File: config.mk
export PLATFORM = sky130hd
export DESIGN_NAME = alu_issue_ctrl
export DESIGN_NICKNAME = d
export VERILOG_FILES = /design/src/rtl/alu_pkg.sv /design/src/rtl/alu_regfile.sv /design/src/rtl/alu_issue_ctrl.sv
export SDC_FILE = /design/constraint.sdc
export NUM_CORES = 1
export LEC_CHECK = 0
export CAP_MARGIN = 0
export CORE_MARGIN = 2
export CORE_UTILIZATION = 50
export CTS_BUF_LIST = sky130_fd_sc_hd__clkbuf_16
export CTS_CLUSTER_SIZE = 10
export DETAILED_ROUTE_END_ITERATION = 16
export HOLD_SLACK_MARGIN = 0.12
export PLACE_DENSITY = 0.76
export SYNTH_ARGS = -nofsm -noshare
export SYNTH_HDL_FRONTEND = slang
export SYNTH_SLANG_ARGS = --single-unit
File: constraint.sdc
create_clock -name clk -period 3.5 [get_ports clk]
set_clock_uncertainty 0.15 [all_clocks]
set_input_delay 0.875 -clock clk [delete_from_list [all_inputs] [get_ports clk]]
set_output_delay 0.875 -clock clk [all_outputs]
set_load 0.05 [all_outputs]
File: src/rtl/alu_pkg.sv
// Shared definitions for the ALU issue controller: opcodes, instruction
// field positions, FSM encoding and opcode classification helpers.
package alu_pkg;

  localparam logic [5:0] OP_NOP = 6'b000000;
  localparam logic [5:0] OP_ADD = 6'b001001;
  localparam logic [5:0] OP_SUB = 6'b001010;
  localparam logic [5:0] OP_ADC = 6'b001011;
  localparam logic [5:0] OP_SBB = 6'b001100;
  localparam logic [5:0] OP_AND = 6'b001101;
  localparam logic [5:0] OP_OR  = 6'b001110;
  localparam logic [5:0] OP_MOV = 6'b001111;
  localparam logic [5:0] OP_MUL = 6'b010000;
  localparam logic [5:0] OP_DIV = 6'b010001;
  localparam logic [5:0] OP_MOD = 6'b010010;
  localparam logic [5:0] OP_XOR = 6'b010011;
  localparam logic [5:0] OP_SHL = 6'b010100;
  localparam logic [5:0] OP_SHR = 6'b010101;
  localparam logic [5:0] OP_NOT = 6'b010110;
  localparam logic [5:0] OP_SAR = 6'b010111;
  localparam logic [5:0] OP_CMP = 6'b011000;
  localparam logic [5:0] OP_INC = 6'b011001;
  localparam logic [5:0] OP_DEC = 6'b011010;

  localparam int OP_MSB  = 15;
  localparam int OP_LSB  = 10;
  localparam int RD_MSB  = 9;
  localparam int RD_LSB  = 7;
  localparam int RA_MSB  = 6;
  localparam int RA_LSB  = 4;
  localparam int RB_MSB  = 3;
  localparam int RB_LSB  = 1;
  localparam int IMM_BIT = 0;

  typedef enum logic [1:0] {
    S_IDLE  = 2'd0,
    S_ISSUE = 2'd1,
    S_EXEC  = 2'd2,
    S_WB    = 2'd3
  } state_t;

  function automatic logic is_legal_op(input logic [5:0] op);
    return (op >= OP_ADD) && (op <= OP_DEC);
  endfunction

  // Single-operand ops take the immediate on port a instead of port b.
  function automatic logic is_imm_unary(input logic [5:0] op);
    return (op == OP_MOV) || (op == OP_NOT) || (op == OP_INC) || (op == OP_DEC);
  endfunction

endpackage

File: src/rtl/alu_regfile.sv
// NREGS x DW register file: one write port, two operand read ports and a
// debug read port, all reads combinational. Entry 0 always reads zero.
module alu_regfile #(
  parameter int NREGS = 8,
  parameter int DW    = 16
) (
  input  logic                     clk,
  input  logic                     rst_n,
  input  logic                     i_we,
  input  logic [$clog2(NREGS)-1:0] i_waddr,
  input  logic [DW-1:0]            i_wdata,
  input  logic [$clog2(NREGS)-1:0] i_raddr_a,
  output logic [DW-1:0]            o_rdata_a,
  input  logic [$clog2(NREGS)-1:0] i_raddr_b,
  output logic [DW-1:0]            o_rdata_b,
  input  logic [$clog2(NREGS)-1:0] i_dbg_addr,
  output logic [DW-1:0]            o_dbg_data
);

  logic [DW-1:0] r_mem [NREGS];

  always_ff @(posedge clk or negedge rst_n) begin
    if (!rst_n) begin
      for (int i = 0; i < NREGS; i++) begin
        r_mem[i] <= '0;
      end
    end else if (i_we && (i_waddr != '0)) begin
      r_mem[i_waddr] <= i_wdata;
    end
  end

  assign o_rdata_a  = (i_raddr_a  == '0) ? '0 : r_mem[i_raddr_a];
  assign o_rdata_b  = (i_raddr_b  == '0) ? '0 : r_mem[i_raddr_b];
  assign o_dbg_data = (i_dbg_addr == '0) ? '0 : r_mem[i_dbg_addr];

endmodule

File: src/rtl/alu_issue_ctrl.sv
// Four-state sequencer feeding an external combinational ALU: accept, read
// operands and drive the ALU, capture the result, then retire or flag an error.
module alu_issue_ctrl
  import alu_pkg::*;
#(
  parameter int NREGS = 8,
  parameter int DW    = 16
) (
  input  logic                     clk,
  input  logic                     rst_n,
  input  logic                     instr_valid,
  output logic                     instr_ready,
  input  logic [15:0]              instr,
  input  logic [DW-1:0]            imm,
  output logic [DW-1:0]            alu_a,
  output logic [DW-1:0]            alu_b,
  output logic [5:0]               alu_opcode,
  input  logic [DW-1:0]            alu_result,
  input  logic                     alu_zf,
  input  logic                     alu_cf,
  input  logic                     alu_nf,
  input  logic                     alu_of,
  output logic                     done,
  output logic [DW-1:0]            done_result,
  output logic [3:0]               flags_q,
  output logic                     err,
  input  logic [$clog2(NREGS)-1:0] dbg_addr,
  output logic [DW-1:0]            dbg_data
);

  localparam int AW = $clog2(NREGS);

  state_t        r_state;
  state_t        w_state_next;
  logic [15:0]   r_instr;
  logic [DW-1:0] r_imm;
  logic [DW-1:0] r_alu_a;
  logic [DW-1:0] r_alu_b;
  logic [5:0]    r_alu_op;
  logic [DW-1:0] r_res_hold;
  logic [3:0]    r_flags_hold;
  logic          r_err_hold;
  logic          r_done;
  logic          r_err;
  logic [DW-1:0] r_done_result;
  logic [3:0]    r_flags_q;

  logic [5:0]    w_op;
  logic [AW-1:0] w_rd;
  logic [AW-1:0] w_ra;
  logic [AW-1:0] w_rb;
  logic          w_use_imm;
  logic [DW-1:0] w_rdata_a;
  logic [DW-1:0] w_rdata_b;
  logic [DW-1:0] w_issue_a;
  logic [DW-1:0] w_issue_b;
  logic [5:0]    w_issue_op;
  logic          w_div_by_zero;
  logic          w_we;

  assign w_op      = r_instr[OP_MSB:OP_LSB];
  assign w_rd      = r_instr[RD_MSB:RD_LSB];
  assign w_ra      = r_instr[RA_MSB:RA_LSB];
  assign w_rb      = r_instr[RB_MSB:RB_LSB];
  assign w_use_imm = r_instr[IMM_BIT];

  always_ff @(posedge clk or negedge rst_n) begin
    if (!rst_n) begin
      r_state <= S_IDLE;
    end else begin
      r_state <= w_state_next;
    end
  end

  always_comb begin
    w_state_next = r_state;
    case (r_state)
      S_IDLE:  if (instr_valid) w_state_next = S_ISSUE;
      S_ISSUE: w_state_next = S_EXEC;
      S_EXEC:  w_state_next = S_WB;
      S_WB:    w_state_next = S_IDLE;
      default: w_state_next = S_IDLE;
    endcase
  end

  always_comb begin
    w_issue_a  = w_rdata_a;
    w_issue_b  = w_rdata_b;
    w_issue_op = is_legal_op(w_op) ? w_op : OP_NOP;
    if (w_use_imm) begin
      if (is_imm_unary(w_op)) begin
        w_issue_a = r_imm;
        w_issue_b = '0;
      end else begin
        w_issue_b = r_imm;
      end
    end
  end

  // Divisor check looks at the operand actually driven, covering imm and register forms alike.
  assign w_div_by_zero = ((w_op == OP_DIV) || (w_op == OP_MOD)) && (r_alu_b == '0);

  always_ff @(posedge clk or negedge rst_n) begin
    if (!rst_n) begin
      r_instr       <= '0;
      r_imm         <= '0;
      r_alu_a       <= '0;
      r_alu_b       <= '0;
      r_alu_op      <= OP_NOP;
      r_res_hold    <= '0;
      r_flags_hold  <= '0;
      r_err_hold    <= 1'b0;
      r_done        <= 1'b0;
      r_err         <= 1'b0;
      r_done_result <= '0;
      r_flags_q     <= '0;
    end else begin
      r_done <= 1'b0;
      r_err  <= 1'b0;
      case (r_state)
        S_IDLE: begin
          if (instr_valid) begin
            r_instr <= instr;
            r_imm   <= imm;
          end
        end
        S_ISSUE: begin
          r_alu_a  <= w_issue_a;
          r_alu_b  <= w_issue_b;
          r_alu_op <= w_issue_op;
        end
        S_EXEC: begin
          r_res_hold   <= alu_result;
          r_flags_hold <= {alu_zf, alu_cf, alu_nf, alu_of};
          r_err_hold   <= !is_legal_op(w_op) || w_div_by_zero;
        end
        S_WB: begin
          r_done <= 1'b1;
          r_err  <= r_err_hold;
          if (r_err_hold) begin
            r_done_result <= '1;
          end else begin
            r_done_result <= r_res_hold;
            r_flags_q     <= r_flags_hold;
          end
        end
        default: ;
      endcase
    end
  end

  assign w_we = (r_state == S_WB) && !r_err_hold;

  alu_regfile #(
    .NREGS (NREGS),
    .DW    (DW)
  ) u_regfile (
    .clk        (clk),
    .rst_n      (rst_n),
    .i_we       (w_we),
    .i_waddr    (w_rd),
    .i_wdata    (r_res_hold),
    .i_raddr_a  (w_ra),
    .o_rdata_a  (w_rdata_a),
    .i_raddr_b  (w_rb),
    .o_rdata_b  (w_rdata_b),
    .i_dbg_addr (dbg_addr),
    .o_dbg_data (dbg_data)
  );

  assign instr_ready = (r_state == S_IDLE);
  assign alu_a       = r_alu_a;
  assign alu_b       = r_alu_b;
  assign alu_opcode  = r_alu_op;
  assign done        = r_done;
  assign err         = r_err;
  assign done_result = r_done_result;
  assign flags_q     = r_flags_q;

endmodule

; Yosys cells after proc, flatten, opt, wreduce, memory -nomap -nowiden
; Index checks and enable logic that the tools add are counted.
[totals]
reg_bits = 243
input_bits = 58
elab_cells = 88
output_inout_bits = 77
[op_classes]
mux = 25
bitwise_logic = 5
order_cmp = 7
eq_ne = 10
n_reduce_logical = 20
[op_table]
columns = op, n
row1 = $mux W16, 15
row2 = $bmux W16 S3, 3
row3 = $bwmux W128, 1
row4 = $demux W16 S3, 1
row5 = $eq A6 B5 Y1 const B, 5
row6 = $ge A4 B4 Y1 const B, 4
row7 = $logic_not A16 Y1, 1
row8 = $not A3 Y4, 4
row9 = $logic_not A3 Y1, 3
row10 = $pmux W2 S4, 1
row11 = $eq A6 B4 Y1 const B, 1
row12 = $ge A6 B4 Y1 const B, 1
row13 = $le A6 B5 Y1 const B, 1
row14 = $mux W6, 1
row15 = $logic_and A1 B1 Y1, 5
row16 = $logic_or A1 B1 Y1, 5
row17 = $eq A2 B2 Y1 const B, 2
row18 = $lt A4 B1 Y1 const B, 1
row19 = $reduce_and A2 Y1, 2
row20 = $reduce_bool A3 Y1, 1
row21 = $eq A2 B1 Y1 const B, 1
row22 = $logic_not A1 Y1, 2
row23 = $logic_not A2 Y1, 1
row24 = $mux W1, 2
row25 = 3 further kinds, 3

; Longest topological paths before layout
[logic_depth]
depth_word = 7
mapped_depth = 8
mapped_depth_nobuf = 5

; Modules after synthesis
; Synthesis repeated with hierarchy kept, for this count alone.
[hier_totals]
cells_unflattened = 1033
hier_area_um2 = 12429.4
[by_module_without_submodules]
columns = mod, area_per_inst_um2, seq_area_each_um2, cells_each, n_inst
row1 = alu_regfile, 7195.7, 2802.7, 564, 1
row2 = alu_issue_ctrl, 5233.8, 2877.8, 469, 1

; Worst setup path after synthesis
; OpenSTA, ideal clock, no wires.
[synth_path]
kind = input -> output
startpoint = in dbg_addr[1]
endpoint = out dbg_data[15]
path_buffers = 3
stages = 6
setup_slack_ns = -0.429
arrival_time_ns = 2.904
required_time_ns = 2.475
cell_sequence = clkbuf_1 -> nor2b_1 -> clkbuf_1 -> clkbuf_1 -> a22oi_1 -> o21ai_0
[synth_via]
elab_chain_cells = 5
word_cells_on_any_way = 6
cone_classes = 4 x mux / 1 x bitwise / 1 x reduce/logical
[synth_lines]
columns = element, line
row1 = start: declaration, alu_issue_ctrl.sv:27  ; input logic [$clog2(NREGS)-1:0] dbg_addr,
row2 = $not A3 Y4 (implied by the code), alu_regfile.sv:34  ; assign o_dbg_data = (i_dbg_addr == '0) ? '0 : r_mem[i_dbg_addr];
row3 = $bmux W16 S3, alu_regfile.sv:34
row4 = $mux W16 (implied by the code) (2 in series), alu_regfile.sv:34
row5 = $mux W16 (*), alu_regfile.sv:34
row6 = end: declaration, alu_issue_ctrl.sv:28  ; output logic [DW-1:0] dbg_data
; Every way passes the cells marked *; elsewhere a longest branch is shown, timed or not. The select of a mux whose other input is x is not followed.

; Worst setup path after layout
[layout_path]
startpoint = in dbg_addr[1]
endpoint = out dbg_data[5]
; The elaborated chain is that of the path after synthesis.

==> out/results.md <==
| Parameter | Value |
|---|---|
| Dpl ws | -0.1068 ns |
| Initial Util | 0.5107 |
| Max-cap viol count | 0 |
| Crit-path cells | dlygate4sd2_1 > buf_12 > nor2b_2 > buf_6 > a221oi_2 > a21oi_1 > buf_4 > buf_12 |
| Setup repair after global routing missed its margin | no |
| Crit-path max cell delay | 0.27 ns |
| Min Tclk post-route | 3.344 ns |
| Number of global-route vias before repair | 8,795 |
| Area leader, netlist | sky130_fd_sc_hd__dfrtp_1 |
| Final worst setup slack | 0.1564 ns |
| Number of clock buffers inserted by TritonCTS | 28 |
| Cell area power density | 904.8 nW/um^2 |
| Outcome | finished clean |
| Number of antenna violations at the first check in global routing | 0 |
| Post-route design area | 15,170 sq um |
| DRC viols | 0 |
| Full die area | 26,190 sq um |
| Placeable Area | 24,390 sq um |
| Die X | 161.8 um |
| Number of vias per cell | 6.190 |
| Critical Setup Path Class | input pin to output port |
| Maximum number of pins on one net before global-route repair | 79 |
| Data arrival at the endpoint of the critical path | 2.32 ns |
| Number of cells produced by synthesis | 941 |
| HPWL after detailed placement | 20,760 um |
| Flop2flop setup slack | 0.85 ns |
| Worst slew pin tran | 1.069 ns |
| Synth cell count leaders | sky130_fd_sc_hd__dfrtp_1, sky130_fd_sc_hd__mux2_2, sky130_fd_sc_hd__nor2_1, sky130_fd_sc_hd__mux4_2, sky130_fd_sc_hd__clkbuf_1 |
| Number of gates resized after CTS | 24 |
| Post-DRT Antenna Nets | 0 |
| CTS Hold Buffers Added | 0 |
| Total Routed Length | 31,880 um |
| Maximum clock rate | 0.2991 GHz |
| Reg-to-reg critical path startpoint | r_instr[5] |
| # nets final | 1,112 |
| Origin of the worst setup path | dbg_addr[1] |
| First-pass GRT wire length | 51,070 um |
| Number of H-tree levels | 1 |
| Most frequently used flop master after synthesis | sky130_fd_sc_hd__dfrtp_1 |
| Critical Path Fanout Max | 7 |
| Final std cells w/o fill | 1,380 |
| CTS Sinks | 242 |
| Worst-case headroom to the max-slew limit | 0.2871 |
| Final Power | 0.01373 W |
| N_diodes | 0 |
| Most frequent cell after synthesis | sky130_fd_sc_hd__dfrtp_1 |
| Detailed-router iteration count before antenna repair | 5 |
| Average wire per cell in the routed design | 23.10 um |
| Synthesized area per cell | 13.24 sq um |
| Clock root buffer | sky130_fd_sc_hd__clkbuf_16 |
| Violation count after the first detailed-route iteration | 714 |
| I/O pins | 135 |
| Combined global-route utilization of all metal layers | 0.2496 |
| Main area contributors after synthesis | sky130_fd_sc_hd__dfrtp_1, sky130_fd_sc_hd__mux2_2, sky130_fd_sc_hd__mux4_2 |
| Y dimension of the die | 161.8 um |
| Max-slew violations | 0 |
| Layout cell share with drive strength beyond 1 | 0.3722 |
| Buffers from clock root to sink, at most | 3 |
| CTS tree | built |
| Final GP Congestion | 0.8364 |
| Hold Slack | 0.2000 ns |
| Vias after detailed routing | 8,542 |
| Final period utilization | 0.9553 |
| Synth async-reset ratio | 1.000 |
| Number of placed cells counting well taps | 1,343 |
| Number of rows created at floorplan | 57 |
| Worst reg-to-reg path cell count | 4 |
| Input/output buffers | 134 |
| RR Endpoint | alu_a[5] |
| Worst-path cell with the longest stage delay | sky130_fd_sc_hd__a221oi_2 |
| Number of different library cells in the post-synthesis netlist | 55 |
| Number of buffers inserted to repair setup after CTS | 0 |
| Min-delay worst type | input pin to async pin |
| Worst setup SP type | input pin |
| DP Area | 14,300 sq um |
| Maximum ir drop on the vdd rail | 0.5320 mV |
| Total count of hold-check failures in the final report | 0 |
| Layout overhead on the synthesized area | 21.82% |
| Bufs and invs on worst path | 5 |
| Number of setup violations in the final report | 0 |
| CP most frequent cell | sky130_fd_sc_hd__buf_12 |
| Number of warning messages in the yosys log | 0 |
| Clock-pin slew reported for the worst setup and hold paths after clock tree synthesis | 0.05 ns |
| Grt ovf | 0 |
| Post-synthesis sequential area ratio | 0.4861 |
| Leak Pwr | 6.574 nW |
| Endpoint required time on the critical path | 2.47 ns |
| Crit end category | output port |
| Net count after synthesis | 1,003 |
| Family of cells with the greatest summed delay on the critical path | buffers and inverters |
| Number of synthesized flops with an enable pin | 0 |
| Netlist area before placement | 12,460 sq um |
| Insertion delay to the later sink of the worst-skew pair | 0.54 ns |
| Flip-flop and latch count after synthesis | 242 |
| Share of the synthesized area in the top cell type | 0.4861 |
[power by group]
group	leakage, nW	switching [W]	internal (W)	total (W)
logic	3.11	0.00300	0.00291	0.00591
registers	3.07	0.00148	0.00382	0.00530
clock network	0.393	0.00107	0.00145	0.00252
[state kept, by name, indices dropped and copies added (netlist names), 6 cells and up]
name and cells:
u_regfile.r_mem 127, alu_a 16, alu_b 16, done_result 16, r_imm 16, r_instr 16, r_res_hold 16, alu_opcode 6
[kinds of logic (layout without fill, tap and decap cells)]
kind of cell               after synthesis  after routing  share of synthesized area
buffers and inverters                  131            246                    0.05092
and+or+nand+nor                        138            138                    0.05976
xor gates and xnor gates                 1              1                  0.0007032
DFF                                    242            242                     0.4861
muxes                                  279            279                     0.3112
AOI/OAI and AO/OA                      146            146                    0.08728
adders and majority gates                4              4                   0.004018
[worst reg2reg max path, delay by kind of cell (launching register included)]
family / cells / cell delay (ns)
flops: 1 / 0.98
mux: 2 / 0.97
compound gates: 1 / 0.34
simple gates: 1 / 0.09
[routing by layer]
layer / track usage / share of wire / vias up
met1: 0.3634 / 0.44 / 4414
met2: 0.3942 / 0.46 / 353
met4: 0.05229 / 0.018 / 0
met3: 0.04877 / 0.076 / 42
met5: 0 / 0 / -
li1: - / - / 3733
[through the flow]
stage	util	setup TNS (ns)
CTS	0.6221	0
global route	0.6221	0
detailed placement	0.5862	-1.301
global placement	0.5862	-0.8325
floorplan	-	-0.05295
finish	0.6221	0
[placed cells by master (no fill, tap or decap), types with 3 or more instances in the layout]
master / instances
sky130_fd_sc_hd__a221oi_1: 17
sky130_fd_sc_hd__nand2_1: 9
sky130_fd_sc_hd__mux4_2: 61
sky130_fd_sc_hd__nand3_1: 12
sky130_fd_sc_hd__a221o_1: 15
sky130_fd_sc_hd__buf_4: 32
sky130_fd_sc_hd__nor2_1: 66
sky130_fd_sc_hd__a31oi_1: 17
sky130_fd_sc_hd__nand4_1: 17
sky130_fd_sc_hd__mux2i_1: 16
sky130_fd_sc_hd__nor4_1: 4
sky130_fd_sc_hd__mux2_2: 190
sky130_fd_sc_hd__clkdlybuf4s50_1: 115
sky130_fd_sc_hd__dfrtp_1: 241
sky130_fd_sc_hd__nor2b_1: 10
sky130_fd_sc_hd__buf_12: 24
sky130_fd_sc_hd__a21oi_2: 14
sky130_fd_sc_hd__a211o_1: 17
sky130_fd_sc_hd__a21oi_1: 33
sky130_fd_sc_hd__clkbuf_16: 29
sky130_fd_sc_hd__mux2_4: 10
sky130_fd_sc_hd__o2bb2ai_1: 5
sky130_fd_sc_hd__a221oi_2: 14
sky130_fd_sc_hd__nand3b_4: 3
sky130_fd_sc_hd__inv_1: 40
sky130_fd_sc_hd__ha_1: 3
[worst max-delay path by stage]
stage                         to  slack (ns)  cells past startpoint
floorplan           dbg_data[15]       -0.05                      6
global placement     dbg_data[1]        -0.1                      7
detailed placement   dbg_data[1]       -0.11                      7
CTS                  dbg_data[5]        0.17                      8
global route         dbg_data[5]        0.12                      8
finish               dbg_data[5]        0.16                      8
[layout make-up]
type,instances,area [sq um]
clock buffer,29,725.7
multi-input combinational,568,5916
inverter,35,131.4
fill,1914,9216
timing repair buffer,175,1912
clock inverter,7,27.53
sequential,242,6057
tap,324,405.4
Note: power is estimated with default switching activity, not from simulation.
